==> src/rtl/fp_cmp_writeback.sv <==
// Writeback stage for FP compare/min/max ops: turns the external comparator flags
// into a 64-bit result held in a one-deep output register, and tracks sticky NV and retire count.
module fp_cmp_writeback (
   input  logic        clk,
   input  logic        rst,
   input  logic        in_valid,
   output logic        in_ready,
   input  logic [2:0]  op,
   input  logic        is_double_precision,
   input  logic [63:0] operand_a,
   input  logic [63:0] operand_b,
   input  logic        flag_lt,
   input  logic        flag_eq,
   input  logic        flag_gt,
   input  logic        flag_unordered,
   input  logic        flag_invalid,
   output logic        out_valid,
   input  logic        out_ready,
   output logic [63:0] result,
   output logic        out_nv,
   output logic        fflag_nv,
   input  logic        clear_flags,
   output logic [15:0] retired_count
);

   typedef enum logic [2:0] {
      OP_FEQ  = 3'b000,
      OP_FLT  = 3'b001,
      OP_FLE  = 3'b010,
      OP_FMIN = 3'b011,
      OP_FMAX = 3'b100
   } op_e;

   localparam logic [63:0] CANON_NAN_DP = 64'h7FF8000000000000;
   localparam logic [63:0] CANON_NAN_SP = 64'h000000007FC00000;

   logic        out_valid_q, out_valid_d;
   logic [63:0] result_q, result_d;
   logic        out_nv_q, out_nv_d;
   logic        fflag_nv_q, fflag_nv_d;
   logic [15:0] retired_count_q, retired_count_d;

   logic        accept;
   logic        consume;

   logic [63:0] a_sel, b_sel;
   logic        a_sign, b_sign;
   logic        a_nan, b_nan;
   logic [63:0] canon_nan;
   logic        is_min;
   logic [63:0] minmax_res;
   logic [63:0] op_res;
   logic        op_nv;

   assign in_ready = !out_valid_q || out_ready;
   assign accept   = in_valid && in_ready;
   assign consume  = out_valid_q && out_ready;

   // SP operands live in the low word; the upper word is ignored and zeroed in results.
   always_comb begin
      a_sel     = operand_a;
      b_sel     = operand_b;
      a_sign    = operand_a[63];
      b_sign    = operand_b[63];
      a_nan     = (&operand_a[62:52]) && (|operand_a[51:0]);
      b_nan     = (&operand_b[62:52]) && (|operand_b[51:0]);
      canon_nan = CANON_NAN_DP;
      if (!is_double_precision) begin
         a_sel     = {32'b0, operand_a[31:0]};
         b_sel     = {32'b0, operand_b[31:0]};
         a_sign    = operand_a[31];
         b_sign    = operand_b[31];
         a_nan     = (&operand_a[30:23]) && (|operand_a[22:0]);
         b_nan     = (&operand_b[30:23]) && (|operand_b[22:0]);
         canon_nan = CANON_NAN_SP;
      end
   end

   // Equal operands can still differ in sign (+0/-0): min prefers negative, max positive.
   always_comb begin
      is_min     = (op == OP_FMIN);
      minmax_res = a_sel;
      if (a_nan && b_nan) begin
         minmax_res = canon_nan;
      end else if (a_nan) begin
         minmax_res = b_sel;
      end else if (b_nan) begin
         minmax_res = a_sel;
      end else if (flag_lt) begin
         minmax_res = is_min ? a_sel : b_sel;
      end else if (flag_gt) begin
         minmax_res = is_min ? b_sel : a_sel;
      end else if (is_min) begin
         minmax_res = (!a_sign && b_sign) ? b_sel : a_sel;
      end else begin
         minmax_res = (a_sign && !b_sign) ? b_sel : a_sel;
      end
   end

   always_comb begin
      op_res = 64'b0;
      op_nv  = 1'b0;
      case (op_e'(op))
         OP_FEQ: begin
            op_res = {63'b0, flag_eq};
            op_nv  = flag_invalid;
         end
         OP_FLT: begin
            op_res = {63'b0, flag_lt};
            op_nv  = flag_unordered;
         end
         OP_FLE: begin
            op_res = {63'b0, flag_lt | flag_eq};
            op_nv  = flag_unordered;
         end
         OP_FMIN, OP_FMAX: begin
            op_res = minmax_res;
            op_nv  = flag_invalid;
         end
         default: begin
            op_res = 64'b0;
            op_nv  = 1'b0;
         end
      endcase
   end

   // A new accept overwrites the register; otherwise a consumed result drains it.
   always_comb begin
      out_valid_d     = out_valid_q;
      result_d        = result_q;
      out_nv_d        = out_nv_q;
      fflag_nv_d      = fflag_nv_q;
      retired_count_d = retired_count_q;
      if (accept) begin
         out_valid_d = 1'b1;
         result_d    = op_res;
         out_nv_d    = op_nv;
      end else if (consume) begin
         out_valid_d = 1'b0;
      end
      if (consume) begin
         retired_count_d = retired_count_q + 16'd1;
      end
      if (consume && out_nv_q) begin
         fflag_nv_d = 1'b1;
      end else if (clear_flags) begin
         fflag_nv_d = 1'b0;
      end
   end

   always_ff @(posedge clk or posedge rst) begin
      if (rst) begin
         out_valid_q     <= 1'b0;
         result_q        <= 64'b0;
         out_nv_q        <= 1'b0;
         fflag_nv_q      <= 1'b0;
         retired_count_q <= 16'b0;
      end else begin
         out_valid_q     <= out_valid_d;
         result_q        <= result_d;
         out_nv_q        <= out_nv_d;
         fflag_nv_q      <= fflag_nv_d;
         retired_count_q <= retired_count_d;
      end
   end

   assign out_valid     = out_valid_q;
   assign result        = result_q;
   assign out_nv        = out_nv_q;
   assign fflag_nv      = fflag_nv_q;
   assign retired_count = retired_count_q;

endmodule

==> config.mk <==
export PLATFORM = sky130hd
export DESIGN_NAME = fp_cmp_writeback
export DESIGN_NICKNAME = d
export VERILOG_FILES = /design/src/rtl/fp_cmp_writeback.sv
export SDC_FILE = /design/constraint.sdc
export NUM_CORES = 1
export LEC_CHECK = 0
export CORE_MARGIN = 2
export CORE_UTILIZATION = 25
export CTS_BUF_LIST = sky130_fd_sc_hd__clkbuf_16
export CTS_CLUSTER_DIAMETER = 80
export CTS_CLUSTER_SIZE = 10
export DETAILED_ROUTE_END_ITERATION = 8
export SYNTH_ARGS = -nofsm -noshare
export SYNTH_HDL_FRONTEND = slang
export SYNTH_SLANG_ARGS = --single-unit
export TNS_END_PERCENT = 10
==> constraint.sdc <==
create_clock -name clk -period 3.27 [get_ports clk]
set_input_delay 0.981 -clock clk [delete_from_list [all_inputs] [get_ports clk]]
set_output_delay 0.981 -clock clk [all_outputs]
set_load 0.01 [all_outputs]
==> flow_metrics.py <==
metrics = {
    "outcome": {
        "status": "completed",
    },
    "cts": {
        "root_buffer": "clkbuf_16",
        "htreeDepth": 3,
        "cts_max_path_buffers": 2,
        "cts_buffers": 9,
        "cts.sinks": 83,
        "cts_tree": "yes",
        "ctsHoldBuffers": 0,
        "clkLatencyLatePin_ps": 360,
        "cts.reportedPaths.clkPinSlew_ps": 80,
    },
    "grt": {
        "grt_pass1_wl_um": 54000,
        "overflow": 0,
        "grt_pass1_vias": 9343,
        "grt_max_degree": 84,
        "grt_usage": 0.219,
        "antenna_found_initial": 4,
    },
    "die": {
        "die_w_um": 177,
        "die_area_um2": 31200,
        "rows": 63,
        "die-height_um": 177,
        "pin_count": 226,
        "start_util": 0.252,
        "core_um2": 29500,
    },
    "worst_setup_path": {
        "ff2ff_path_depth": 7,
        "crit_path_end_kind": "flop",
        "rr_startpoint": "out_valid$_DFFE_PP0P_",
        "arrival_ps": 3510,
        "crit_path_start_kind": "input pin",
        "crit_buf_inv": 3,
        "crit_slowest_cell": "clkdlybuf4s50_1",
        "max_stage_delay_ps": 450,
        "rr_endpoint": "result[10]$_DFFE_PP0P_",
        "rrSetupSlack_ps": 1320,
        "cp_max_fo": 32,
        "cp_cell_sequence": "clkdlybuf4s50_1 > nor4_2 > nand4_1 > buf_4 > o22ai_1 > and2_4 > buf_12 > nor2_1 > a2111oi_1 > a221o_1",
        "crit_family": "simple AND/OR/NAND/NOR gates",
        "required_ps": 3570,
        "path_class": "input pin to flop",
    },
    "worst_hold_path": {
        "holdPathEnd": "result[25]$_DFFE_PP0P_",
        "hold_path_class": "flop to flop",
        "holdCritStartpoint": "result[25]$_DFFE_PP0P_",
        "hold_depth": 2,
    },
    "logic_synthesis": {
        "synth_area_leaders": "dfrtp_1 28%, a21oi_1 8.7%, nand2_1 8.5%",
        "yosysTopAreaCell": "dfrtp_1",
        "synth_top_area_share": 0.279,
        "synth.avg_cell_area_um2": 7.40,
        "synth_edf_count": 0,
        "synthDistinctLibCells": 60,
        "synthCells": 1006,
        "netlist_area_um2": 7440,
        "yosysWarnings": 0,
        "ys_seq_area_frac": 0.279,
        "synth-async-reset-ratio": 1.00,
        "synth.net_count": 1149,
        "ys_ff_latch": 83,
        "ys.flop_type": "dfrtp_1",
    },
    "power": {
        "power_density_nw_per_um2": 312,
        "p_clk_frac": 0.304,
        "p_comb_frac": 0.372,
        "power_frac_seq": 0.325,
        "leakage_nw": 4.83,
        "p_sw_mw": 1.30,
        "swShare": 0.345,
        "intPower_mw": 2.47,
        "ir_drop_v": 0.000221,
    },
    "layout": {
        "area_growth_pct": 62.2,
        "utilization": 0.409,
        "fin_cells": 1756,
        "drive_gt1_frac": 0.186,
        "layout_common_cells": "223 x clkdlybuf4s50_1, 187 x buf_4, 167 x nand2_1, 130 x a21oi_1, 83 x dfrtp_1",
        "layout.nets": 1500,
        "final_common_cell": "clkdlybuf4s50_1",
    },
    "timing": {
        "setup_tns_ps": 0,
        "finalHoldViolCount": 0,
        "rsz0062_at_grt": "true",
        "timing.fmax_mhz": 312,
        "hold_slack_ps": 468,
        "fin_crit_sh": 0.979,
        "slew_headroom": 0.383,
        "fin_crit_ps": 3200,
        "finalSetupViolCount": 0,
        "fin_worst_skew_ps": 8.41,
        "worstMarginPinSlew_ps": 926,
        "maxSlewViolCount": 0,
    },
    "detailed_routing": {
        "drc": 0,
        "ant_nets": 0,
        "routed_wl_um": 35300,
        "detail_route.wl_per_cell_um": 20.1,
        "via_per_inst": 5.70,
        "vias": 10000,
        "firstDrtPassIters": 6,
        "drtIter0Drc": 1030,
    },
    "placed_design": {
        "place_inst": 1735,
        "gp_congestion": 0.836,
        "port_buffers": 225,
        "hpwl_um": 24700,
    },
    "run": {
        "cap_violations": 0,
    },
}
-- state kept, by name, indices dropped and copies added, names as in the netlist --
register       flops
fflag_nv           1
out_valid          1
retired_count     16
out_nv             1
result            64
-- cell usage after synthesis, drive strengths merged (4+ instances only) --
| cell type | instances |
|---|---|
| o22a | 20 |
| nor2 | 62 |
| nand4 | 17 |
| o221ai | 30 |
| a2111oi | 20 |
| o21a | 5 |
| nand2b | 6 |
| a221oi | 20 |
| a221o | 28 |
| nand3 | 9 |
| mux2i | 21 |
| o22ai | 13 |
| o21ai | 102 |
| nand2 | 168 |
| buf | 44 |
| a31oi | 4 |
| xnor2 | 12 |
| nor4 | 27 |
| dfrtp | 83 |
| inv | 6 |
| o2bb2ai | 20 |
| clkbuf | 50 |
| a22oi | 55 |
| a21oi | 131 |
| nor3 | 8 |
-- power by group through the flow --
stage          sequential [mW]  combinational, mW  clock (mW)
2_1_floorplan             1.27              0.502           0
3_3_place_gp              1.24               1.36           0
3_5_place_dp              1.24               1.37           0
4_1_cts                   1.22               1.38        1.17
5_1_grt                   1.24               1.51        1.21
6_report                  1.22               1.40        1.14
-- stage by stage --
step / setup slack, ps / area (um^2) / power (mW)
finish: 68.6 / 12100 / 3.76
global route: -40.5 / 12100 / 3.96
global placement: -557 / 11600 / 2.59
detailed placement: -608 / 11600 / 2.61
floorplan: 152 / 7440 / 1.77
CTS: 68.5 / 12000 / 3.78
-- how the worst max path moves through the flow --
| stage | startpoint | to | slack, ps | cells after the start |
|---|---|---|---|---|
| 2_1_floorplan | rst | fflag_nv$_DFFE_PP0P_ | 150 | 1 |
| 3_3_place_gp | is_double_precision | result[47]$_DFFE_PP0P_ | -560 | 10 |
| 3_5_place_dp | is_double_precision | result[49]$_DFFE_PP0P_ | -610 | 10 |
| 4_1_cts | operand_b[17] | result[8]$_DFFE_PP0P_ | 70 | 10 |
| 5_1_grt | operand_a[12] | result[10]$_DFFE_PP0P_ | -40 | 9 |
| 6_report | operand_b[10] | result[10]$_DFFE_PP0P_ | 70 | 10 |
-- cell families after synthesis --
| family | count (synthesis) | share of synthesized area |
|---|---|---|
| compound gates | 467 | 0.422 |
| simple gates | 314 | 0.188 |
| buf+inv | 103 | 0.0600 |
| flops | 83 | 0.279 |
| mux | 23 | 0.0313 |
| xor+xnor | 15 | 0.0177 |
| fa+ha+maj | 1 | 0.00168 |
-- tightest hold or removal path: cells and delay by family (launching register included) --
kind	cells	cell delay, ps
DFF	1	350
and+or+nand+nor	2	90
-- layout make-up --
class	count	area, um^2
tap	390	488
antenna	4	10.0
timing repair buffer	434	4100
clock inverter	7	83.8
multi-input combinational	820	5050
fill	2958	17400
inverter	9	35.0
clock buffer	9	225
sequential	83	2080
-- metal layers --
layer / global-route usage / vias to the layer above / wire length (um)
met2: 0.331 / 530 / 15400
met1: 0.301 / 4795 / 15400
met4: 0.0995 / 0 / 1230
met3: 0.0444 / 65 / 3200
met5: 0 / - / 0
li1: - / 4623 / -
-- repair_timing --
action / CTS / global route
pin swaps: 1 / 2
buffers inserted: 0 / 1
endpoints found under the setup margin: 60 / 55
gates resized for setup: 14 / 24
Note: power is estimated with default switching activity, not from simulation.
==> variant (same flow settings) <==
Take the reset off `result_q` and load it in a clocked block of its own.
--- a/src/rtl/fp_cmp_writeback.sv
+++ b/src/rtl/fp_cmp_writeback.sv
@@ -153,3 +153,2 @@
          out_valid_q     <= 1'b0;
-         result_q        <= 64'b0;
          out_nv_q        <= 1'b0;
@@ -159,3 +158,2 @@
          out_valid_q     <= out_valid_d;
-         result_q        <= result_d;
          out_nv_q        <= out_nv_d;
@@ -164,2 +162,6 @@
       end
+   end
+
+   always_ff @(posedge clk) begin
+      result_q <= result_d;
    end
Function: changed (Yosys sat finds a counterexample within 4 cycles, from zero or initial values and one cycle with rst high).
==> variant against the unedited design <==
  * Total power up 1.6%
  * Area after synthesis is 8.5% higher
  * Synthesized cell count fell by 1.7%
  * Largest cell class unchanged
  * Worst setup slack worse by 38 ps
  * Sequential cell count stayed put
  * Wire length up 5.3%
  * Final area grew 8.7%
  * Largest power group unchanged
  * Hold slack better by 6.0 ps
==> variant: results (changes against the unedited design) <==
- Run status: complete, no violations (unchanged)
* Drt pass-1 iters: 5 (was 6)
* Count of cell types in the netlist: 55 (was 60)
* Routed vias: 10170 (was 10010)
- The root buffer selected by CTS was clkbuf_16 (unchanged).
- Final nets: 1504 (was 1500)
- Peak VDD IR: 0.2388 mV (was 0.2211 mV)
- CTS buffer count: 9 (unchanged)
- Synth Area in Compound Gates: 0.4105 (was 0.4221)
- Post-synthesis xor/xnor area fraction: 0.01844 (was 0.01766)
- Worst-Skew Late Latency: 360 ps (about the same)
- Fraction of final layout cells with drive strength greater than 1: 0.2445 (was 0.1865)
* Total routing usage reported by global routing: 0.2112 (was 0.2195)
- The predominant post-synthesis flop cell is edfxtp_1 (was dfrtp_1).
* Most instantiated cells after synthesis: a22oi_1 (121), nand2_1 (114), a21oi_1 (70) (was nand2_1 (168), a21oi_1 (130), dfrtp_1 (83))
- Count of flip-flops with a built-in enable after synthesis: 64 (was 0)
- Register-to-register setup slack: 1670 ps (was 1320 ps)
- The number of warning messages in the yosys log is 0 (unchanged).
- The deepest level of the CTS H-tree is 3 (unchanged).
- The kind of cell adding the most delay to the critical path is buffers and inverters (was simple AND/OR/NAND/NOR gates).
- The worst slack at placement came to -697.5 ps (was -608.4 ps).
* Gp weighted congestion: 0.9036 (was 0.8361)
* Number of global-route vias before repair: 9654 (was 9343)
- The flip-flop count of the largest register, all copies and words added is 64 (unchanged).
- The pin slew with the least headroom to its limit came to 713.9 ps (was 925.9 ps).
* Global-route wire length before repair: 56270 µm (was 54050 µm)
- Clock slew seen by the registers of the worst setup and hold paths: 80 ps (about the same)
- The slowest cell on the critical path is or4_4 (was clkdlybuf4s50_1).
* Largest net degree at the start of global routing: 67 (was 84)
- Number of nets produced by synthesis: 1132 (was 1149)
* CTS max path bufs: 2 (unchanged)
* Hold/Removal Path Class: reg2reg (unchanged)
- The count of buffers inserted at the top-level ports was 225 (unchanged).
* Final WS setup: 30.65 ps (was 68.63 ps)
- The post-DP HPWL came to 25360 µm (was 24700 µm).
- The maximum single-stage delay on the critical path was 490 ps (was 450 ps).
- Sequential-to-total area share from yosys stat: 0.2968 (was 0.2791)
* WL final: 37210 µm (was 35320 µm)
* Worst-case clock skew: 8.219 ps (was 8.407 ps)
- Synth top area cells: edfxtp_1 (24%), a22oi_1 (11%), dfrtp_1 (5.9%) (was dfrtp_1 (28%), a21oi_1 (8.7%), nand2_1 (8.5%)).
- The peak fanout along the critical path came to 4 (was 32).
- Adder-Cell Fraction of Synth Area: 0.001549 (was 0.001682)
- The initial antenna violation count was 2 (was 4).
- Reported leakage power: 0.005243 µW (was 0.004829 µW)
* Violation count after the first detailed-route iteration: 1360 (was 1030)
- The data arrival at the endpoint of the critical path came to 3350 ps (was 3510 ps).
* Share of cell area taken by muxes after synthesis: 0.06057 (was 0.03128)
- Async S/R FF share, synth: 0.2289 (was 1.000)
## variant: changes by cell type after synthesis, sizes merged, moves of 46 or more
cell / before / now
dfrtp: 83 / 19
a22oi: 55 / 121
edfxtp: 0 / 64
a21oi: 131 / 75
nand2: 168 / 115
a211oi: 1 / 47
o21ai: 102 / 46
## variant: where the power goes
group	switching, µW	internal, µW	total [µW]
Combinational	696	743	1440
Sequential	68.3	1240	1300
Clock	538	540	1080
Total	1300	2520	3820
## variant: worst paths after layout
kind,depth (start not counted),start,end
max,12,operand_b[51],result[27]$_DFFE_PP_
min,1,retired_count[15]$_DFFE_PP0P_,retired_count[15]$_DFFE_PP0P_
max reg2reg,4,out_valid$_DFFE_PP0P_,result[63]$_DFFE_PP_
min reg2reg,1,retired_count[15]$_DFFE_PP0P_,retired_count[15]$_DFFE_PP0P_
max in group asynchronous,2,rst,retired_count[10]$_DFFE_PP0P_
min in group asynchronous,2,rst,retired_count[13]$_DFFE_PP0P_
## variant: worst register-to-register path, stage by stage, from the launching register on
cell	delay (ps)
dfrtp_1	450
nand2b_1	150
buf_4	130
and2_4	140
buf_12	340
## variant: cell type report
class	count	area, µm²
inverters	10	37.54
repair buffers	462	4436
clock inverters	7	63.81
multi-input cells	795	5458
flip-flops and latches	83	2397
clock buffers	9	225.2
fillers	3199	18600
well taps	402	503.0
diodes	1	2.502
## variant: per-layer routing
| layer | vias up | track usage | wire (µm) |
|---|---|---|---|
| met5 | - | 0 | 25 |
| met4 | 4 | 0.03552 | 412 |
| li1 | 4709 | - | - |
| met2 | 549 | 0.3458 | 17280 |
| met3 | 41 | 0.02952 | 2980 |
| met1 | 4869 | 0.2988 | 16510 |
## variant: cells by family (layout without fill, tap and decap cells)
group	Yosys count	after routing
buffers and inverters	112	488
adders and majority gates	1	1
AOI/OAI and AO/OA	469	469
and+or+nand+nor	261	262
DFF	83	83
other	0	1
muxes	46	46
xor gates and xnor gates	17	17
## variant: repair_timing
item                                    4_1_cts  5_1_grt
cloned                                        0        4
resized for setup                            11       80
endpoints found under the setup margin       63       57
hold buffers                                  0        0
setup buffers                                 1        3
pin swaps                                     4       30
## variant: through the flow
stage	cell area, µm²	instances	hold slack, ps	utilization
detailed placement	12380	1744	462.2	0.3903
global placement	12380	1744	463.3	0.3903
CTS	12720	1761	477.1	0.4010
global route	13120	1768	509.3	0.4136
floorplan	8077	989	503.9	-
finish	13120	1769	473.5	0.4137
